==> src/rtl/vcu_dual_arbiter_if.sv <==
// VCU command port: valid/ready handshake carrying source id, control and data words.
interface vcu_dual_arbiter_if #(
  parameter int DATA_W = 32
);
  logic              valid;
  logic              ready;
  logic              src;
  logic [DATA_W-1:0] ctrl;
  logic [DATA_W-1:0] data;

  modport master (output valid, src, ctrl, data, input ready);
  modport slave  (input valid, src, ctrl, data, output ready);
endinterface

==> src/rtl/vcu_dual_arbiter.sv <==
// Shares one VCU command port between two cores: per-core ctrl shadow, one-entry slot,
// tick timer, and a round-robin grant FSM.
//   state  | meaning
//   IDLE   | no command presented; picks next pending slot
//   GRANT0 | core0 slot presented on the VCU port
//   GRANT1 | core1 slot presented on the VCU port
module vcu_dual_arbiter #(
  parameter int          DATA_W    = 32,
  parameter logic [27:0] TICK_LOAD = 28'h2FAF080
) (
  input  logic              clk,
  input  logic              reset_p,
  input  logic [DATA_W-1:0] p0_vcu_reg_control,
  input  logic              p0_vcu_reg_control_we,
  input  logic [DATA_W-1:0] p0_vcu_reg_wdata,
  input  logic              p0_vcu_reg_wdata_we,
  output logic [DATA_W-1:0] p0_vcu_reg_rdata,
  input  logic [DATA_W-1:0] p1_vcu_reg_control,
  input  logic              p1_vcu_reg_control_we,
  input  logic [DATA_W-1:0] p1_vcu_reg_wdata,
  input  logic              p1_vcu_reg_wdata_we,
  output logic [DATA_W-1:0] p1_vcu_reg_rdata,
  vcu_dual_arbiter_if.master cmd
);
  typedef enum logic [1:0] {IDLE, GRANT0, GRANT1} state_t;

  state_t            state, state_nxt;
  logic              last_src;
  logic [DATA_W-1:0] ctrl_in   [2];
  logic [DATA_W-1:0] wdata_in  [2];
  logic [DATA_W-1:0] shadow    [2];
  logic [DATA_W-1:0] slot_ctrl [2];
  logic [DATA_W-1:0] slot_data [2];
  logic [27:0]       timer     [2];
  logic [1:0]        ctrl_we, wdata_we, pend, ovf, accept;

  assign ctrl_in[0]  = p0_vcu_reg_control;
  assign ctrl_in[1]  = p1_vcu_reg_control;
  assign wdata_in[0] = p0_vcu_reg_wdata;
  assign wdata_in[1] = p1_vcu_reg_wdata;
  assign ctrl_we     = {p1_vcu_reg_control_we, p0_vcu_reg_control_we};
  assign wdata_we    = {p1_vcu_reg_wdata_we, p0_vcu_reg_wdata_we};
  assign accept      = {(state == GRANT1) && cmd.ready, (state == GRANT0) && cmd.ready};

  always_ff @(posedge clk or posedge reset_p) begin
    if (reset_p) begin
      for (int i = 0; i < 2; i++) begin
        shadow[i]    <= '0;
        slot_ctrl[i] <= '0;
        slot_data[i] <= '0;
        timer[i]     <= TICK_LOAD;
      end
      pend <= '0;
      ovf  <= '0;
    end else begin
      for (int i = 0; i < 2; i++) begin
        if (ctrl_we[i]) begin
          shadow[i] <= ctrl_in[i];
          ovf[i]    <= 1'b0;
        end
        if (wdata_we[i]) begin
          timer[i] <= TICK_LOAD;
          // A slot being accepted this cycle is free to take the new command.
          if (!pend[i] || accept[i]) begin
            slot_ctrl[i] <= ctrl_we[i] ? ctrl_in[i] : shadow[i];
            slot_data[i] <= wdata_in[i];
            pend[i]      <= 1'b1;
          end else begin
            ovf[i] <= 1'b1;
          end
        end else begin
          if (accept[i]) pend[i] <= 1'b0;
          if (!timer[i][27]) timer[i] <= timer[i] - 28'd1;
        end
      end
    end
  end

  always_ff @(posedge clk or posedge reset_p) begin
    if (reset_p) begin
      state    <= IDLE;
      last_src <= 1'b1;
    end else begin
      state <= state_nxt;
      if (accept[0])      last_src <= 1'b0;
      else if (accept[1]) last_src <= 1'b1;
    end
  end

  always_comb begin
    state_nxt = state;
    cmd.valid = 1'b0;
    cmd.src   = 1'b0;
    cmd.ctrl  = '0;
    cmd.data  = '0;
    case (state)
      IDLE: begin
        if (pend[0] && pend[1]) state_nxt = last_src ? GRANT0 : GRANT1;
        else if (pend[0])       state_nxt = GRANT0;
        else if (pend[1])       state_nxt = GRANT1;
      end
      GRANT0: begin
        cmd.valid = 1'b1;
        cmd.ctrl  = slot_ctrl[0];
        cmd.data  = slot_data[0];
        if (cmd.ready) state_nxt = IDLE;
      end
      GRANT1: begin
        cmd.valid = 1'b1;
        cmd.src   = 1'b1;
        cmd.ctrl  = slot_ctrl[1];
        cmd.data  = slot_data[1];
        if (cmd.ready) state_nxt = IDLE;
      end
      default: state_nxt = IDLE;
    endcase
  end

  always_comb begin
    p0_vcu_reg_rdata      = '0;
    p1_vcu_reg_rdata      = '0;
    p0_vcu_reg_rdata[2:0] = {ovf[0], pend[0], timer[0][27]};
    p1_vcu_reg_rdata[2:0] = {ovf[1], pend[1], timer[1][27]};
  end
endmodule

==> src/flat_wrapper.sv <==
// flat-port wrapper written by rule: the top's interface ports become plain ports
module vcu_dual_arbiter_flat 
#(
  parameter int          DATA_W    = 32,
  parameter logic [27:0] TICK_LOAD = 28'h2FAF080
)
  (clk, reset_p, p0_vcu_reg_control, p0_vcu_reg_control_we, p0_vcu_reg_wdata, p0_vcu_reg_wdata_we, p0_vcu_reg_rdata, p1_vcu_reg_control, p1_vcu_reg_control_we, p1_vcu_reg_wdata, p1_vcu_reg_wdata_we, p1_vcu_reg_rdata, cmd_valid, cmd_src, cmd_ctrl, cmd_data, cmd_ready);
  vcu_dual_arbiter_if #(.DATA_W(DATA_W)) cmd_i ();
  input  logic clk;
  input  logic reset_p;
  input  logic [DATA_W-1:0] p0_vcu_reg_control;
  input  logic p0_vcu_reg_control_we;
  input  logic [DATA_W-1:0] p0_vcu_reg_wdata;
  input  logic p0_vcu_reg_wdata_we;
  output logic [DATA_W-1:0] p0_vcu_reg_rdata;
  input  logic [DATA_W-1:0] p1_vcu_reg_control;
  input  logic p1_vcu_reg_control_we;
  input  logic [DATA_W-1:0] p1_vcu_reg_wdata;
  input  logic p1_vcu_reg_wdata_we;
  output logic [DATA_W-1:0] p1_vcu_reg_rdata;
  output wire logic [$bits(cmd_i.valid)-1:0] cmd_valid;
  output wire logic [$bits(cmd_i.src)-1:0] cmd_src;
  output wire logic [$bits(cmd_i.ctrl)-1:0] cmd_ctrl;
  output wire logic [$bits(cmd_i.data)-1:0] cmd_data;
  input wire logic [$bits(cmd_i.ready)-1:0] cmd_ready;
  assign cmd_valid = cmd_i.valid;
  assign cmd_src = cmd_i.src;
  assign cmd_ctrl = cmd_i.ctrl;
  assign cmd_data = cmd_i.data;
  assign cmd_i.ready = cmd_ready;
  vcu_dual_arbiter #(.DATA_W(DATA_W), .TICK_LOAD(TICK_LOAD)) u_core (.clk(clk), .reset_p(reset_p), .p0_vcu_reg_control(p0_vcu_reg_control), .p0_vcu_reg_control_we(p0_vcu_reg_control_we), .p0_vcu_reg_wdata(p0_vcu_reg_wdata), .p0_vcu_reg_wdata_we(p0_vcu_reg_wdata_we), .p0_vcu_reg_rdata(p0_vcu_reg_rdata), .p1_vcu_reg_control(p1_vcu_reg_control), .p1_vcu_reg_control_we(p1_vcu_reg_control_we), .p1_vcu_reg_wdata(p1_vcu_reg_wdata), .p1_vcu_reg_wdata_we(p1_vcu_reg_wdata_we), .p1_vcu_reg_rdata(p1_vcu_reg_rdata), .cmd(cmd_i));
endmodule
==> config.mk <==
export PLATFORM = sky130hd
export DESIGN_NAME = vcu_dual_arbiter_flat
export DESIGN_NICKNAME = d
export VERILOG_FILES = /design/src/rtl/vcu_dual_arbiter_if.sv /design/src/rtl/vcu_dual_arbiter.sv /design/src/flat_wrapper.sv
export SDC_FILE = /design/constraint.sdc
export NUM_CORES = 1
export LEC_CHECK = 0
export ABC_AREA = 1
export CORE_MARGIN = 5
export CORE_UTILIZATION = 35
export CTS_CLUSTER_DIAMETER = 30
export CTS_CLUSTER_SIZE = 25
export DETAILED_ROUTE_END_ITERATION = 10
export DONT_BUFFER_PORTS = 1
export RECOVER_POWER = 50
export SLEW_MARGIN = 20
export SYNTH_ARGS = -nofsm -noshare
export SYNTH_HDL_FRONTEND = slang
export SYNTH_SLANG_ARGS = --single-unit
export TNS_END_PERCENT = 20
==> constraint.sdc <==
create_clock -name clk -period 8.8 [get_ports clk]
set_input_delay 0 -clock clk [delete_from_list [all_inputs] [get_ports clk]]
set_output_delay 0 -clock clk [all_outputs]
set_load 0.02 [all_outputs]
# == Word level (Yosys, flattened, before mapping) ==
# Index checks and enable logic that the tools add are counted.
# op_classes
add_sub_neg,2
eq_ne,8
mux,30
reduce_logical,17
# ops
operator,n
case mux 32 bit (2 select lines),2
2-to-1 mux 28 bit,4
2-to-1 mux 32 bit,2
subtractor 28 x 1 -> 28 bit (second input constant),2
2-to-1 mux 1 bit,16
2-to-1 mux 2 bit,5
AND reduction 2 bit,5
inequality test 2 x 1 -> 1 bit (second input constant),3
nonzero test 2 bit,3
inequality test 2 bit (second input constant),2
inequality test 4 x 1 -> 1 bit (second input constant),1
case mux 2 bit (2 select lines),1
logical AND 1 bit,3
equality test 2 x 1 -> 1 bit (second input constant),1
equality test 2 bit (second input constant),1
logical NOT 1 bit,2
logical NOT 2 bit,1
logical OR 1 bit,2
OR reduction 2 bit,1
# totals
regBits,255
input_bits,135
output_inout_bits,130
elab_cells,72

# == Depth between registers and ports, before layout ==
# Gate-level depths: netlist of the first run.
# logic_depth
word_depth,5
depth_mapped,9
mapped_depth_nobuf,9

# == Worst setup path after synthesis of the first run ==
# OpenSTA, ideal clock, no wires.
# synth_timing
path_type,register to register
startpoint,reg u_core.state[0]
endpoint,reg u_core.slot_ctrl[0] (netlist bit)
setup_time_ns,0.125
arrival_ns,1.660
required_time_ns,8.675
path_slack_ns,7.015
path_stages_with_launch,9
path_buffers,1
synth_period_minus_slack_ns,1.785
path_cell_list,dfrtp_1 > inv_1 > ha_1 > nand2_1 > inv_2 > nor2_4 > nor2_8 > buf_12 > mux2_4
# synth_via
elab_chain_cells,4
# synth_lines
element,line_no,text
"start, declared",vcu_dual_arbiter.sv:27,"state_t state, state_nxt;"
"start signal, assigned",vcu_dual_arbiter.sv:84,state <= state_nxt;
equality test 2 bit,vcu_dual_arbiter.sv:43,"assign accept = {(state == GRANT1) && cmd.ready, (state == GRANT0) && cmd.ready};"
logical AND 1 bit,vcu_dual_arbiter.sv:43,
logical OR 1 bit,vcu_dual_arbiter.sv:64,if (!pend[i] || accept[i]) begin
AND reduction 2 bit (no source line),-,
"end signal, assigned by index",vcu_dual_arbiter.sv:65,slot_ctrl[i] <= ctrl_we[i] ? ctrl_in[i] : shadow[i];
"end, declared",vcu_dual_arbiter.sv:32,logic [DATA_W-1:0] slot_ctrl [2];
# No other way between the ends.
# A chain may end at the register's enable or synchronous reset.

# == Final worst setup path of the first run ==
# layout_timing
startpoint,reg u_core.state[1]
endpoint,reg u_core.slot_data[51] (netlist bit)
# layout_via
elab_chain_cells,4
# layout_lines
element,line_no,text
equality test 2 x 1 -> 1 bit,vcu_dual_arbiter.sv:43,
logical AND 1 bit,vcu_dual_arbiter.sv:43,
logical OR 1 bit,vcu_dual_arbiter.sv:64,
AND reduction 2 bit (no source line),-,
"end signal, assigned by index",vcu_dual_arbiter.sv:66,slot_data[i] <= wdata_in[i];
"end, declared",vcu_dual_arbiter.sv:33,logic [DATA_W-1:0] slot_data [2];
# No other way between the ends.

==> results of run 1 <==
sequential cells by signal, summed over array words and instances, names as in the netlist:
signal and flops:
u_core.state 2, u_core.pend 2, u_core.p1_vcu_reg_rdata 1, u_core.ovf 2, u_core.timer 54, u_core.last_src 1, u_core.shadow 64, u_core.p0_vcu_reg_rdata 1
u_core.slot_ctrl 64, u_core.slot_data 64
final timing paths:
| check | start | end | slack, ns | depth (start not counted) |
|---|---|---|---|---|
| max reg2reg | u_core.state[1] | u_core.slot_data[51] | 3.98 | 11 |
| min in group asynchronous | reset_p | u_core.timer[24] | 0.12 | 2 |
| min reg2reg | u_core.slot_data[35] | u_core.slot_data[35] | 0.47 | 2 |
| min | p0_vcu_reg_wdata_we | u_core.slot_ctrl[59] | -0.006 | 4 |
| max in group asynchronous | reset_p | u_core.slot_ctrl[1] | 4.56 | 4 |
| max | u_core.state[1] | u_core.slot_data[51] | 3.98 | 11 |
layer usage:
| layer | GRT usage | share of wire |
|---|---|---|
| met1 | 0.2049 | 0.40 |
| met2 | 0.2855 | 0.49 |
| met3 | 0.06551 | 0.080 |
| met4 | 0.05891 | 0.023 |
| met5 | 0 | 0.00038 |
worst min-delay path: cells and delay by family:
| family | cells | cell delay, ns |
|---|---|---|
| buffers and inverters | 1 | 0.29 |
| and+or+nand+nor | 3 | 0.21 |
where the power goes:
| part | switching [uW] | internal, uW | leakage (uW) |
|---|---|---|---|
| combinational | 745 | 507 | 0.00338 |
| clock | 758 | 1720 | 0.00116 |
| sequential | 199 | 1520 | 0.00307 |
cells by family (layout without fill, tap and decap cells):
| group | after synthesis | count (layout) | synth area share |
|---|---|---|---|
| buffers and inverters | 185 | 404 | 0.08765 |
| DFF | 255 | 255 | 0.5199 |
| AOI/OAI and AO/OA | 126 | 126 | 0.05265 |
| muxes | 128 | 128 | 0.1354 |
| other | 1 | 65 | 0.0003040 |
| and+or+nand+nor | 588 | 588 | 0.1990 |
| adders and majority gates | 5 | 5 | 0.005072 |
per-stage QoR:
| step | hold WS, ns | power, uW |
|---|---|---|
| 2_1_floorplan | 0.1096 | 2651 |
| 3_3_place_gp | 0.07351 | 2828 |
| 3_5_place_dp | 0.07517 | 2857 |
| 4_1_cts | 0.01829 | 5484 |
| 5_1_grt | 0.03373 | 5734 |
| 6_report | -0.005830 | 5446 |
cell type report:
type,count,share of cell area
Tap cell,455,0.03407
Sequential cell,255,0.3838
Clock buffer,98,0.1238
Timing Repair Buffer,209,0.1238
Inverter,71,0.01655
Multi-Input combinational cell,905,0.2990
Clock inverter,26,0.01797
Antenna cell,7,0.001048
layout by cell type (no fill, tap or decap), types with 25 or more instances in the layout:
cell type	n
inv_1	66
dlygate4sd3_1	199
dfstp_2	25
mux2_4	60
mux2_1	25
nand3_1	48
a21oi_1	86
nand2_1	407
o21ai_0	29
clkbuf_16	71
mux2_2	43
nor2_1	87
conb_1	58
dfrtp_1	230
==> flow_summary.json, run 1 <==
{
  "cts.sinks": 255,
  "num_io_pins": 265,
  "firstDrtPassIters": 6,
  "wl_per_cell_um": 16.77,
  "ys_warn_count": 0,
  "dpl_cell_area_sq_um": 12380,
  "synth.area.top_cells": "dfrtp_1 (47%), nand2_1 (12%), mux2_4 (7.4%)",
  "grt_max_degree": 135,
  "drv_cap": 3,
  "grt_overflow_total": 0,
  "critPathBufInv": 5,
  "placementRows": 68,
  "dp.cells": 1694,
  "cpMostUsedCell": "nand2_1",
  "finalWorstSetupSlack_ns": 3.984,
  "io_buffers": 0,
  "num-fill-cells": 3089,
  "yosys-top-cells-count": "nand2_1 (408), dfrtp_1 (230), a21oi_1 (86)",
  "drt-vias-per-instance": 4.701,
  "drt-total-wl_mm": 33.98,
  "track_usage": 0.1717,
  "power.density_nw_per_um2": 325.9,
  "multi_input_area_sq_um": 4996,
  "final_nets": 1651,
  "p_leak_uw": 0.007613,
  "crit_slowest_cell": "clkbuf_1",
  "hpwl_mm": 19.74,
  "fin_tns_setup_ns": 0,
  "endpoint_kind": "register",
  "ys_ff_latch": 255,
  "htree_levels": 3,
  "cts_setup_buffers": 0,
  "final_cells": 2026,
  "violations": "negative hold slack, max-capacitance violations, max-slew violations",
  "period_minus_slack_ns": 4.816,
  "critical_path_class": "register to register",
  "syn2layout_area_growth_pct": 35.46,
  "crit_path_cell_trace": "inv_1 -> ha_2 -> clkbuf_1 -> nand2_1 -> nand2_1 -> nand2_2 -> buf_4 -> inv_2 -> buf_4 -> nand2_1 -> nand2_1",
  "yosysMostFrequentCell": "nand2_1",
  "ant_nets": 0,
  "yosysTopAreaCellShare": 0.4666,
  "async_flop_share": 1.000,
  "drive_gt1_frac": 0.1682,
  "die_height_um": 197.7,
  "design_area_sq_um": 16710,
  "relSlewSlack": -1.420,
  "setup_viol": 0,
  "hp-class": "input pin to register",
  "start_kind": "register",
  "dr_total_vias": 9525,
  "avgSynthCellArea_sq_um": 9.576,
  "syn-instance-count": 1288,
  "initial_core_util": 0.3562,
  "critPathMaxFanout": 65,
  "core_region_area_sq_um": 34630,
  "worst_clock_skew_ns": 0.01723,
  "hold_ws_ns": -0.005830,
  "slew_violations": 168,
  "grt_pass1_wl_mm": 54.26,
  "synth_top_area_cell": "dfrtp_1",
  "crit_required_ns": 9.28,
  "synth-edff-count": 0,
  "die-width_um": 197.7,
  "ctsHoldBuffers": 201,
  "postCtsResizedCells": 0,
  "regArea_sq_um": 6412,
  "cp_top_family": "buffers and inverters",
  "tightest_slew_ns": 3.631,
  "cts.clk_slew.worst_paths_ns": 0.05,
  "slowest_delay_ns": 2.24,
  "status": "finished, violations left",
  "cts-buffers-inserted": 69,
  "die-area_sq_um": 39100,
  "hold_viol": 1,
  "clock_path_buffers": 3,
  "drtIter0Drc": 435,
  "clock_latency_ns": 0.56,
  "root_buffer": "clkbuf_16",
  "ir_drop_mv": 0.1764,
  "worst_ep_arrival_time_ns": 5.30,
  "cts_tree": "done",
  "grt_pass1_vias": 10200,
  "synth_area_sq_um": 12330,
  "remaining_drc_errors": 0,
  "max_freq_mhz": 207.6,
  "ys_seq_area_frac": 0.5199,
  "antenna_found_initial": 5,
  "synth_cell_type_count": 37,
  "rsz0062_at_grt": "no",
  "routabilityCongestion": 0.8029,
  "ys.flop_type": "dfrtp_1",
  "post-route-util": 0.4825,
  "post-route-period-util": 0.5473,
  "place_ws_ns": 5.792
}
Power figures use the tool's default switching activity.
==> run 2: changes to the inputs <==
Settings changed: ABC_AREA 1 to 0.
Clock period 8.8 ns to 4.8 ns, I/O delays scaled along.
==> run 2 against run 1 <==
Compared with the run above: the flow finishes with violations (max-capacitance violations, max-slew violations); setup slack lost 2.3 ns; register-to-register slack lost 1.7 ns; sequential power grew 87%; combinational power grew 94%; worst hold slack gained 0.053 ns; sequential share of layout area grew 0.44 points; clock-buffer cell count shrank 7; global-route usage shrank 1.0 points; synthesized area shrank 4.6%; critical path type is now input pin to register; critical endpoint is now u_core.slot_ctrl[34]; largest cell class unchanged; highest routed layer is now met4.
==> flow_summary.json, run 2 <==
{
  "status": "finished, violations left",
  "violations": "max-capacitance violations, max-slew violations",
  "synth_xor_area_frac": 0.01489,
  "cts.sinks": 255,
  "crit_required_ns": 5.25,
  "worstSetupEndpoint": "u_core.slot_ctrl[34]",
  "r2r_cells": 6,
  "synth_simple_gate_area_frac": 0.1175,
  "synth_mux_area_frac": 0.1897,
  "grt_overflow_total": 0,
  "synth-edff-count": 0,
  "grt_pass1_wl_mm": 49.35,
  "ys_warn_count": 0,
  "cts_tree": "done",
  "ys_ff_latch": 255,
  "design_area_sq_um": 16520,
  "synth_top_area_cell": "dfrtp_1",
  "ctsHoldBuffers": 201,
  "final_cell_mix": "dfrtp_1 (230), dlygate4sd3_1 (199), mux2_2 (177)",
  "yosysTopAreaCellShare": 0.4892,
  "cts-buffers-inserted": 68,
  "grt_pass1_vias": 9130,
  "syn2layout_area_growth_pct": 40.39,
  "synth_area_sq_um": 11770,
  "slew_violations": 34,
  "syn-instance-count": 949,
  "yosysMostFrequentCell": "dfrtp_1",
  "use_met3": 0.05027,
  "grt_max_degree": 124,
  "postCtsResizedCells": 0,
  "critPathMaxFanout": 33,
  "final_nets": 1316,
  "grtUsageMet2": 0.2547,
  "die-area_sq_um": 37380,
  "critical_path_class": "input pin to register",
  "routabilityCongestion": 0.7309,
  "rsz0062_at_grt": "no",
  "max_freq_mhz": 323.2,
  "io_buffers": 0,
  "core_region_area_sq_um": 33360,
  "synthAdderAreaFrac": 0.005317,
  "start_kind": "input pin",
  "synth_cell_type_count": 45,
  "placementRows": 67,
  "tightest_slew_ns": 2.370,
  "setup_viol": 0,
  "firstDrtPassIters": 5,
  "top_usage_layer": "met2",
  "initial_core_util": 0.3526,
  "cts.clk_slew.worst_paths_ns": 0.05,
  "p_leak_uw": 0.006722,
  "yosys-top-cells-count": "dfrtp_1 (230), mux2_2 (192), nor2b_1 (72)",
  "relSlewSlack": -0.5801,
  "antenna_found_initial": 2,
  "cts_setup_buffers": 0,
  "wl_per_cell_um": 18.28,
  "hold_viol": 0,
  "fin_tns_setup_ns": 0,
  "drive_gt1_frac": 0.2819,
  "root_buffer": "clkbuf_16",
  "synth_top_family_by_area": "multiplexers",
  "ys.flop_type": "dfrtp_1",
  "track_usage": 0.1614,
  "async_flop_share": 1.000,
  "reg_top3": "u_core.shadow: 64 flops, u_core.slot_ctrl: 64 flops, u_core.slot_data: 64 flops",
  "p_total_uw": 10450,
  "dr_total_vias": 8284,
  "die-width_um": 193.3,
  "power.density_nw_per_um2": 632.6,
  "drtIter0Drc": 357,
  "rrSetupSlack_ns": 2.25,
  "htree_levels": 3,
  "remaining_drc_errors": 0,
  "post-route-util": 0.4951,
  "avgSynthCellArea_sq_um": 12.40,
  "ant_nets": 0,
  "endpoint_kind": "register",
  "worst_ep_arrival_time_ns": 3.55,
  "clock_latency_ns": 0.56,
  "ys_seq_area_frac": 0.5450,
  "drt-vias-per-instance": 4.928,
  "use_met1": 0.2072,
  "crit_path_start": "p0_vcu_reg_control_we",
  "hpwl_mm": 17.80,
  "hp-class": "input pin to register",
  "synth.area.top_cells": "dfrtp_1 (49%), mux2_2 (18%), dfstp_2 (5.6%)",
  "reg2reg_to": "u_core.slot_ctrl[51]",
  "drv_cap": 1,
  "r2r_start": "u_core.state[1]",
  "clock_path_buffers": 3,
  "synth_compound_area_frac": 0.06679,
  "die_height_um": 193.3,
  "final_common_cell": "dfrtp_1",
  "dpl_cell_area_sq_um": 12030,
  "post-route-period-util": 0.6447,
  "worst_clock_skew_ns": 0.01948,
  "num_io_pins": 265,
  "drt-total-wl_mm": 30.74,
  "ir_drop_mv": 0.4344,
  "period_minus_slack_ns": 3.095
}
-- run 2: kinds of logic after synthesis --
kind of cell / count (synthesis)
flip-flops: 255
XOR/XNOR: 20
AND/OR/NAND/NOR: 230
multiplexers: 199
adder cells (fa/ha/maj): 5
other: 1
buffers and inverters: 125
AO/OA/AOI/OAI: 114
-- run 2: critical path, stage by stage --
cell	delay [ns]
dlygate4sd3_1	0.56
clkbuf_1	1.70
mux2_2	0.45
dlygate4sd3_1	0.57
mux2_2	0.26
-- run 2: layout make-up --
type	instances	area, sq um
antenna	2	5.005
clock buffer	91	1908
clock inverter	34	569.3
fill	2834	16850
inverter	13	50.05
multi-input combinational	626	4871
sequential	255	6412
tap	448	560.5
timing repair buffer	212	2141
-- run 2: per-layer routing --
layer | up-vias | part of all wire
li1 | 3773 | -
met1 | 4183 | 0.44
met2 | 263 | 0.47
met3 | 65 | 0.065
met4 | 0 | 0.026
met5 | - | 0
-- run 2: how the worst min path moves through the flow --
stage / start / to / slack [ns] / cells past startpoint
final: p1_vcu_reg_control_we / u_core.slot_ctrl[4] / 0.05 / 3
after floorplan: cmd_ready / u_core.last_src / 0.06 / 1
after global routing: p1_vcu_reg_control_we / u_core.slot_ctrl[2] / 0.03 / 3
after CTS: p1_vcu_reg_control_we / u_core.slot_ctrl[4] / 0.002 / 3
after global placement: reset_p / u_core.slot_data[19] / 0.002 / 1
after detailed placement: reset_p / u_core.slot_data[19] / 0.01 / 1
-- run 2: power by group --
group	leakage (uW)	switching, uW	internal [uW]
registers	0.00304	392	2830
logic	0.00249	1300	1120
clock network	0.00120	1370	3430
total	0.00672	3060	7390
-- run 2: through the flow --
stage	instances	hold WS [ns]	setup slack [ns]
floorplan	1006	0.05537	1.463
global placement	1351	0.001762	2.091
detailed placement	1352	0.01053	2.177
CTS	1678	0.001986	1.810
global route	1681	0.03248	1.587
finish	1681	0.04723	1.705
